--- src/rtl/scope_capture_ctrl.sv ---
// Trigger and capture sequencer: decimates the ADC sample stream, finds a level
// crossing (or forces one in auto mode) and fills one display line buffer.
module scope_capture_ctrl #(
    parameter int unsigned DATA_W       = 12,
    parameter int unsigned DEPTH        = 640,
    parameter int unsigned ADDR_W       = 10,
    parameter int unsigned AUTO_TIMEOUT = 4096
) (
    input  logic              clock,
    input  logic              reset,
    input  logic              run,
    input  logic              sample_valid,
    input  logic [DATA_W-1:0] sample_data,
    input  logic [DATA_W-1:0] trig_level,
    input  logic              trig_edge,
    input  logic              trig_mode,
    input  logic [3:0]        decim,
    input  logic              frame_end,
    output logic              wr_en,
    output logic [ADDR_W-1:0] wr_addr,
    output logic [DATA_W-1:0] wr_data,
    output logic [2:0]        state,
    output logic              triggered,
    output logic              auto_fired,
    output logic              capture_done
);

    localparam int unsigned       TO_W      = $clog2(AUTO_TIMEOUT + 1);
    localparam logic [ADDR_W-1:0] LAST_ADDR = ADDR_W'(DEPTH - 1);
    localparam logic [TO_W-1:0]   TO_LAST   = TO_W'(AUTO_TIMEOUT - 1);

    typedef enum logic [2:0] {
        ST_IDLE      = 3'd0,
        ST_ARM       = 3'd1,
        ST_WAIT_TRIG = 3'd2,
        ST_CAPTURE   = 3'd3,
        ST_HOLD      = 3'd4
    } state_t;

    state_t            st;
    logic [3:0]        dec_cnt;
    logic [TO_W-1:0]   tcnt;
    logic [DATA_W-1:0] prev;

    logic              accept_c;
    logic              rise_c;
    logic              fall_c;
    logic              hit_c;
    logic              force_c;
    logic [TO_W-1:0]   tcnt_inc_c;
    logic [ADDR_W-1:0] addr_inc_c;

    assign state = st;

    // A sample counts only when the decimation counter has run down to zero.
    assign accept_c   = sample_valid && (st != ST_IDLE) && (dec_cnt == 4'd0);
    assign rise_c     = (prev < trig_level) && (sample_data >= trig_level);
    assign fall_c     = (prev >= trig_level) && (sample_data < trig_level);
    assign hit_c      = trig_edge ? fall_c : rise_c;
    assign tcnt_inc_c = tcnt + TO_W'(1);
    assign force_c    = trig_mode && (tcnt_inc_c == TO_LAST);
    assign addr_inc_c = wr_addr + ADDR_W'(1);

    // Decimation counter; decim is only looked at on reload.
    always_ff @(posedge clock or negedge reset) begin
        if (!reset) begin
            dec_cnt <= 4'd0;
        end else if (st == ST_IDLE) begin
            dec_cnt <= 4'd0;
        end else if (sample_valid) begin
            dec_cnt <= (dec_cnt == 4'd0) ? decim : dec_cnt - 4'd1;
        end
    end

    always_ff @(posedge clock or negedge reset) begin
        if (!reset) begin
            st           <= ST_IDLE;
            tcnt         <= '0;
            prev         <= '0;
            wr_en        <= 1'b0;
            wr_addr      <= '0;
            wr_data      <= '0;
            triggered    <= 1'b0;
            auto_fired   <= 1'b0;
            capture_done <= 1'b0;
        end else begin
            wr_en        <= 1'b0;
            capture_done <= 1'b0;
            case (st)
                ST_IDLE: begin
                    if (run) begin
                        st         <= ST_ARM;
                        triggered  <= 1'b0;
                        auto_fired <= 1'b0;
                        tcnt       <= '0;
                    end
                end
                ST_ARM: begin
                    triggered  <= 1'b0;
                    auto_fired <= 1'b0;
                    tcnt       <= '0;
                    if (!run) begin
                        st <= ST_IDLE;
                    end else if (accept_c) begin
                        prev <= sample_data;
                        st   <= ST_WAIT_TRIG;
                    end
                end
                ST_WAIT_TRIG: begin
                    if (!run) begin
                        st <= ST_IDLE;
                    end else if (accept_c) begin
                        if (hit_c || force_c) begin
                            triggered  <= 1'b1;
                            auto_fired <= !hit_c;
                            wr_en      <= 1'b1;
                            wr_addr    <= '0;
                            wr_data    <= sample_data;
                            if (LAST_ADDR == '0) begin
                                capture_done <= 1'b1;
                                st           <= ST_HOLD;
                            end else begin
                                st <= ST_CAPTURE;
                            end
                        end else begin
                            prev <= sample_data;
                            if (trig_mode) begin
                                tcnt <= tcnt_inc_c;
                            end
                        end
                    end
                end
                ST_CAPTURE: begin
                    // run is ignored here so a started capture always completes.
                    if (accept_c) begin
                        wr_en   <= 1'b1;
                        wr_addr <= addr_inc_c;
                        wr_data <= sample_data;
                        if (addr_inc_c == LAST_ADDR) begin
                            capture_done <= 1'b1;
                            st           <= ST_HOLD;
                        end
                    end
                end
                ST_HOLD: begin
                    // capture_done marks the final-write cycle, whose frame_end is too early.
                    if (frame_end && !capture_done) begin
                        if (run) begin
                            st         <= ST_ARM;
                            triggered  <= 1'b0;
                            auto_fired <= 1'b0;
                            tcnt       <= '0;
                        end else begin
                            st <= ST_IDLE;
                        end
                    end
                end
                default: begin
                    st <= ST_IDLE;
                end
            endcase
        end
    end

endmodule

--- config.mk ---
export PLATFORM = sky130hd
export DESIGN_NAME = scope_capture_ctrl
export DESIGN_NICKNAME = d
export VERILOG_FILES = /design/src/rtl/scope_capture_ctrl.sv
export SDC_FILE = /design/constraint.sdc
export NUM_CORES = 1
export LEC_CHECK = 0
export ABC_AREA = 0
export CORE_MARGIN = 3
export CORE_UTILIZATION = 25
export DETAILED_ROUTE_END_ITERATION = 6
export SLEW_MARGIN = 20
export SYNTH_ARGS = -nofsm -noshare
export SYNTH_HDL_FRONTEND = slang
export SYNTH_SLANG_ARGS = --single-unit
--- constraint.sdc ---
create_clock -name clock -period 7 [get_ports clock]
set_clock_uncertainty 0.05 [all_clocks]
set_input_delay 1.4 -clock clock [delete_from_list [all_inputs] [get_ports clock]]
set_output_delay 1.4 -clock clock [all_outputs]
set_load 0.01 [all_outputs]
Yosys cells after proc, flatten, opt, wreduce, memory -nomap -nowiden
Cells that the tools add are included.
Widths: inputs -> output; s select.
- register bits after elaboration: 58
- bits of input ports: 35
- output and inout port bits: 29
- word-level logic and storage cells: 115
- add/subtract/negate cells: 3
- $lt $le $gt $ge: 4
- multiplexer cells: 57
- eq/ne operators: 20
- reductions and logical operators: 21
- operators with widths (cell ; number):
    $mux 12 ; 8
    $mux 13 ; 6
    $pmux 13 s4 ; 1
    $pmux 12 s2 ; 2
    $mux 10 ; 4
    $mux 3 ; 9
    $ge 12x12->1 ; 2
    $lt 12x12->1 ; 2
    $ne 2x2->1 const B ; 11
    $pmux 10 s2 ; 1
    $mux 1 ; 19
    $pmux 3 s5 ; 1
    $add 13x1->13 const B ; 1
    $eq 13x12->1 const B ; 1
    $mux 4 ; 3
    $reduce_and 6->1 ; 2
    $add 10x1->10 const B ; 1
    $eq 10x10->1 const B ; 1
    $reduce_and 5->1 ; 2
    $ne 3x3->1 const B ; 3
    $pmux 1 s4 ; 2
    $reduce_and 7->1 ; 1
    $eq 3x2->1 const B ; 2
    $logic_and 1x1->1 ; 6
    11 further kinds ; 14

Logic depth before layout (Yosys ltp)
Gate-level depths: netlist of the first run.
- depth in word-level cells: 8
- depth in mapped cells: 12
- depth with buffers taken out: 10

Worst setup path after synthesis of the first run
OpenSTA, ideal clock, no wires.
- path type: input-to-reg
- start: input trig_level[7]
- end: register prev[10]
- required time: 6825 ps
- stages: 11
- arrival time: 4059 ps
- buffers on the path: 1
- library setup time: 125 ps
- setup slack: 2766 ps
- cell sequence: inv_1 ha_1 and3_1 a221o_1 a221o_1 or4b_1 o22a_1 a31o_1 and2_4 buf_6 mux2_4
- word-level cells in the longest chain between the ends: 6
- elaborated cells on any way between the ends: 10
- ends and longest elaborated chain (item ; line ; RTL):
    start, declared ; 14 ; input logic [DATA_W-1:0] trig_level,
    $lt 12x12->1 (tied with other cells) ; 57 ; assign rise_c = (prev < trig_level) && (sample_data >= trig_level);
    $logic_and 1x1->1, on equally long branches ; 57, 58 ;
    $mux 1 * ; 59 ; assign hit_c = trig_edge ? fall_c : rise_c;
    $logic_or 1x1->1 * ; 113 ; if (hit_c || force_c) begin
    $ne 2x2->1 (no source line) * ; n/a ;
    $reduce_and 6->1 (no source line) * ; n/a ;
    end signal, assigned ; 105 ; prev <= sample_data;
    end signal, assigned ; 126 ; prev <= sample_data;
    end, declared ; 43 ; logic [DATA_W-1:0] prev;
Mark *: on every way between the ends. The rest lies on a longest branch, timed or not.
A chain may end at the register's enable or synchronous reset.

Worst setup path in the final report of the first run
- start: input trig_level[7]
- end: register wr_data[10]
- word-level cells in the longest chain between the ends: 6
- elaborated cells on any way between the ends: 10
- ends and longest elaborated chain (item ; line ; RTL):
    $lt 12x12->1 (tied with other cells) ; 57 ;
    $logic_and 1x1->1, on equally long branches ; 57, 58 ;
    $mux 1 * ; 59 ;
    $logic_or 1x1->1 * ; 113 ;
    $ne 2x2->1 (no source line) * ; n/a ;
    $reduce_and 5->1 (no source line) * ; n/a ;
    end signal, assigned ; 118 ; wr_data <= sample_data;
    end signal, assigned ; 138 ; wr_data <= sample_data;
    end, declared ; 21 ; output logic [DATA_W-1:0] wr_data,
Marks and branches as above.

==> results of run 1 <==
-- flip-flops by register name, summed over array words and instances, names as in the netlist --
name and cells:
wr_en 1, triggered 1, prev 12, state 3
wr_addr 10, dec_cnt 4, capture_done 1, tcnt 13
wr_data 12, auto_fired 1
-- where the power goes --
| group | switching [mW] | internal [mW] |
|---|---|---|
| combinational | 0.265 | 0.292 |
| clock | 0.153 | 0.294 |
| sequential | 0.0798 | 0.427 |
| total | 0.498 | 1.01 |
-- critical path: stages --
cell	delay, ps
clkdlybuf4s50_1	470
inv_1	60
ha_1	280
and3_1	190
a221o_1	350
a221o_1	360
o21ai_0	160
o22a_1	250
nand2_1	160
a21oi_2	470
buf_4	320
mux2_2	360
-- cell usage in the layout, fill, tap and decap left out, types with 6 or more instances in the layout --
cell | netlist | final
nand3_1 | 24 | 24
dfrtp_1 | 58 | 58
nor3_1 | 11 | 11
clkdlybuf4s50_1 | 0 | 62
clkbuf_16 | 0 | 9
nand4_1 | 8 | 8
and3_1 | 7 | 7
nor2_1 | 23 | 23
o31ai_1 | 10 | 10
nand2_1 | 25 | 25
o211ai_1 | 14 | 14
ha_1 | 30 | 30
a21oi_1 | 15 | 14
inv_1 | 28 | 28
mux2_2 | 16 | 16
mux2_4 | 9 | 9
nand2b_1 | 6 | 6
a21o_1 | 6 | 6
o21ai_0 | 13 | 13
-- through the flow --
step                      hold slack (ps)  setup WS, ps
after floorplan                       403          2770
after global placement                425          2020
after detailed placement              427          1990
after CTS                             440          2310
after global routing                  462          2120
final                                 439          2300
-- path summary, 6_finish.rpt --
kind	startpoint	endpoint	slack (ps)	cells past startpoint
setup reg to reg	tcnt[0]$_DFFE_PN0P_	wr_data[10]$_DFFE_PN0P_	3630	10
hold reg to reg	tcnt[12]$_DFFE_PN0P_	tcnt[12]$_DFFE_PN0P_	440	1
max in group asynchronous	reset	prev[6]$_DFFE_PN0P_	5220	2
hold / removal	tcnt[12]$_DFFE_PN0P_	tcnt[12]$_DFFE_PN0P_	440	1
min in group asynchronous	reset	wr_addr[9]$_DFFE_PN0P_	1190	2
setup / recovery	trig_level[7]	wr_data[10]$_DFFE_PN0P_	2300	12
-- per-layer routing --
metal	up-vias	track usage, %	routed length [um]
met5	-	0	0
met4	0	3.93	106
met3	9	3.38	483
met2	69	18.6	4220
met1	1489	14.9	4260
li1	1539	-	-
-- final cells by class --
class	instances	area (sq um)
clock inverter	4	50.0
timing repair buffer	66	646
multi-input combinational	282	2080
fill	1440	9330
sequential	58	1450
clock buffer	12	256
tap	180	225
inverter	28	105
-- kinds of logic (layout without fill, tap and decap cells) --
| kind of cell | after synthesis | in the layout |
|---|---|---|
| AO/OA/AOI/OAI | 89 | 89 |
| XOR/XNOR | 5 | 5 |
| adder cells (fa/ha/maj) | 31 | 31 |
| buffers and inverters | 42 | 110 |
| flip-flops | 58 | 58 |
| multiplexers | 25 | 25 |
| AND/OR/NAND/NOR | 132 | 132 |
==> impl_metrics.csv, run 1 <==
group,metric,value,unit
synthesis,ys_seq_elements,58,
clock_network,htree_levels,3,
flow_run,maxCapViolCount,0,
clock_network,cts-root-buf,"clkbuf_16",
synthesis,synth_area,3700,sq um
synthesis,synth_top_area_cell,"dfrtp_1",
die,fp.dieH,128,um
critical_path,critical_path_class,"in -> reg",
routing,drt_first_pass_iters,4,
cells_and_area,nets,510,
synthesis,syn-instance-count,382,
cells_and_area,final_util,34.0,%
timing,slew_headroom,46.9,%
synthesis,yosysWarnings,0,
grt,grt_pass1_wl,15.3,mm
synthesis,synth-compound-area-share,16.8,%
timing,worst_slew_pin_slew,790,ps
clock_network,worstSkewPairLatency,330,ps
synthesis,syn_nets,447,
routing,wire_per_inst,14.4,um
placement,dpl.hpwl,6.68,mm
clock_network,cts_hold_buf,0,
synthesis,synth_top_family_by_area,"simple AND/OR/NAND/NOR gates",
cells_and_area,drive_gt1_share,12.2,%
timing,max_freq,213,MHz
cells_and_area,final_cell_count_no_fill,630,
routing,via_per_inst,4.93,
pwr,finalPower,1.51,mW
die,core_area,14100,sq um
clock_network,cts_tree,"done",
die,die_w,128,um
synthesis,synthSimpleGateAreaFrac,19.0,%
timing,fin_crit,4700,ps
synthesis,yosys.cell_types.count,59,
cells_and_area,diodes,0,
cells_and_area,stdcell_area,4820,sq um
clock_network,cts.sinks,58,
die,num_rows,43,
synthesis,synthTopCellsByArea,"dfrtp_1, ha_1, mux2_2",
worst_hold_path,min_path_type,"reg -> reg",
grt,grt_util_all_layers,11.6,%
timing,finalSetupTns,0,ps
synthesis,ys_seq_area_share,39.2,%
critical_path,worstPathRequired,7150,ps
critical_path,critPathMaxFanout,12,
grt,grt_max_degree,59,
clock_network,clk_path_buf_depth,2,
routing,drt_iter0_markers,128,
outcome,status,"complete, no violations",
grt,antenna_found_initial,0,
pwr,p_per_area,314,nW/um^2
critical_path,crit_path_end_kind,"flip-flop",
synthesis,synth.top_cells.by_count,"dfrtp_1, ha_1, inv_1",
synthesis,synth.most_common_cell,"dfrtp_1",
synthesis,synth-xor-area-share,1.39,%
synthesis,muxShareOfSynthArea,8.52,%
die,start_util,26.1,%
placement,gp_congestion,0.870,
routing,drc,0,
clock_network,cts_made_buffers,9,
timing,rsz0062_at_grt,"no",
placement,placed_cells,613,
cells_and_area,syn_to_final_growth,30.2,%
synthesis,synthFlopType,"dfrtp_1",
placement,io_buffer_count,63,
grt,grt_pass1_vias,3199,
routing,drtAntennaViolNets,0,
synthesis,yosys.area_share.adder,10.4,%
pwr,ir_drop,110,uV
routing,routed_wirelength,9.07,mm
timing,hold_viol,0,
die,dieArea,16300,sq um
critical_path,cp-start-kind,"input pin",
placement,place_area,4500,sq um
timing,drv_slew,0,
synthesis,async_flop_share,100,%
grt,grt_overflow_total,0,
clock_network,post-cts-setup-buffers,0,
critical_path,cp.arrival,4850,ps
timing,period_share,67.1,%
clock_network,clk_pin_slew_worst_paths,50,ps
synthesis,synth_edf_count,0,
synthesis,synth_top_area_share,39.2,%
pwr,leakagePower,2.11,nW
clock_network,ctsResizeCount,0,
die,boundaryPins,64,
routing,num_vias,3106,
synthesis,post_synth.cell_area_avg,9.69,sq um
timing,setup_viol,0,
Power figures use the tool's default switching activity.
==> inputs of run 2 (changes only) <==
Clock period 7 ns to 4.6 ns, I/O delays scaled along.
==> impl_metrics.csv, run 2 (synthesis gave the netlist of run 1 again) <==
group,metric,value,unit
die,boundaryPins,64,
cells_and_area,final_cell_count_no_fill,629,
critical_path,slowest_delay,540,ps
routing,routed_wirelength,9.26,mm
clock_network,htree_levels,3,
flow_run,maxCapViolCount,0,
critical_path,crit_path_end_kind,"flip-flop",
outcome,status,"complete, no violations",
grt,grt_pass1_vias,3240,
timing,period_share,92.7,%
critical_path,cp-start-kind,"input pin",
die,core_area,14100,sq um
clock_network,cts_tree,"done",
die,fp.dieH,128,um
die,dieArea,16300,sq um
grt,antenna_found_initial,0,
clock_network,cts.sinks,58,
clock_network,clk_path_buf_depth,2,
clock_network,ctsResizeCount,0,
timing,whs,445,ps
grt,grt_max_degree,32,
clock_network,cts_hold_buf,0,
grt,grt_overflow_total,0,
critical_path,reg2reg_depth,10,
routing,drt_first_pass_iters,4,
timing,rsz0062_at_grt,"no",
cells_and_area,stdcell_area,4810,sq um
grt,grt_util_all_layers,11.7,%
routing,drtAntennaViolNets,0,
cells_and_area,drive_gt1_share,11.8,%
critical_path,critical_path.slowest_cell,"a21oi_2",
cells_and_area,regArea,1450,sq um
cells_and_area,final_cell_mix,"clkdlybuf4s50_1, dfrtp_1, ha_1",
timing,finalSetupTns,0,ps
cells_and_area,syn_to_final_growth,30.0,%
placement,io_buffer_count,63,
critical_path,worstPathRequired,4750,ps
timing,fin_ws,337,ps
timing,setup_viol,0,
critical_path,path_delay_family,"compound AO/OA/AOI/OAI gates",
cells_and_area,fill_cells,1432,
timing,drv_slew,0,
placement,placed_cells,613,
pwr,p_per_area,473,nW/um^2
routing,drt_iter0_markers,119,
critical_path,reg2reg_to,"wr_data[4]$_DFFE_PN0P_",
cells_and_area,nets,510,
worst_hold_path,min_path_type,"reg -> reg",
critical_path,critical_path_class,"in -> reg",
routing,via_per_inst,4.96,
die,num_rows,43,
placement,place_area,4520,sq um
timing,slew_headroom,50.0,%
critical_path,critPathMaxFanout,12,
clock_network,worstSkewPairLatency,320,ps
cells_and_area,largest_register_ffs,13,
critical_path,critPathMostFrequentCell,"a221o_1",
die,start_util,26.1,%
critical_path,crit_start,"trig_level[7]",
routing,drc,0,
grt,grt_pass1_wl,15.8,mm
routing,num_vias,3122,
critical_path,path_cells,"clkdlybuf4s50_1 > inv_1 > ha_1 > and3_1 > a221o_1 > a221o_1 > o21ai_0 > o22a_1 > nand2_1 > a21oi_2 > buf_12 > mux2_2",
timing,max_freq,235,MHz
placement,dpl.hpwl,6.85,mm
critical_path,path_depth,12,
timing,worst_slew_pin_slew,745,ps
routing,wire_per_inst,14.7,um
critical_path,crit_end,"wr_data[4]$_DFFE_PN0P_",
placement,place_ws,66.7,ps
clock_network,clk_pin_slew_worst_paths,50,ps
clock_network,post-cts-setup-buffers,0,
critical_path,reg2reg_slack,1230,ps
die,die_w,128,um
placement,gp_congestion,0.881,
clock_network,cts-root-buf,"clkbuf_16",
cells_and_area,multi_input_area,2080,sq um
pwr,leakagePower,2.12,nW
timing,fin_crit,4260,ps
clock_network,cts_made_buffers,9,
cells_and_area,diodes,0,
cells_and_area,largest-register,"tcnt",
timing,hold_viol,0,
cells_and_area,final_common_cell,"clkdlybuf4s50_1",
pwr,ir_drop,182,uV
critical_path,worstReg2RegStart,"tcnt[0]$_DFFE_PN0P_",
critical_path,cp.arrival,4420,ps
cells_and_area,reg_top3,"tcnt: 13 flops, prev: 12 flops, wr_data: 12 flops",
critical_path,timing.critical_path.buf_inv,3,
==> run 2: changes by cell type in the layout (fill, tap and decap cells not counted) <==
| cell | delta |
|---|---|
| clkinvlp_4 | -2 |
| buf_12 | +1 |
| buf_4 | -1 |
| clkbuf_1 | +1 |
| clkbuf_2 | -1 |
| clkbuf_4 | +1 |
| clkbuf_8 | -1 |
| clkinv_2 | +1 |
==> run 2: worst min path at each step <==
stage	cells past startpoint	from	endpoint	slack, ps
after floorplan	1	tcnt[12]$_DFFE_PN0P_	tcnt[12]$_DFFE_PN0P_	400
after global placement	1	tcnt[12]$_DFFE_PN0P_	tcnt[12]$_DFFE_PN0P_	420
after detailed placement	1	tcnt[12]$_DFFE_PN0P_	tcnt[12]$_DFFE_PN0P_	430
after CTS	1	tcnt[12]$_DFFE_PN0P_	tcnt[12]$_DFFE_PN0P_	450
after global routing	1	wr_data[2]$_DFFE_PN0P_	wr_data[2]$_DFFE_PN0P_	470
final	1	tcnt[12]$_DFFE_PN0P_	tcnt[12]$_DFFE_PN0P_	440
==> run 2: cell type report <==
type / instances / area share (%)
Inverter: 28 / 2.18
Tap cell: 180 / 4.68
Clock inverter: 3 / 0.832
Multi-Input combinational cell: 282 / 43.3
Sequential cell: 58 / 30.2
Timing Repair Buffer: 66 / 13.7
Clock buffer: 12 / 5.12
==> run 2: layer usage <==
layer / vias up / GRT usage, % / part of all wire (%)
li1: 1548 / - / -
met1: 1501 / 15.5 / 47
met2: 64 / 18.8 / 47
met3: 9 / 3.54 / 5.0
met4: 0 / 3.00 / 1.1
met5: - / 0 / 0
==> run 2: power by group <==
group	leakage, nW	switching (mW)	internal (mW)
sequential	0.769	0.121	0.650
clock	0.142	0.221	0.429
combinational	1.21	0.408	0.449
total	2.12	0.750	1.53
==> run 2: metrics by stage <==
step	util [%]	total power [mW]
detailed placement	31.9	1.63
floorplan	-	1.29
CTS	33.9	2.30
finish	34.0	2.28
global placement	31.9	1.61
global route	34.0	2.45
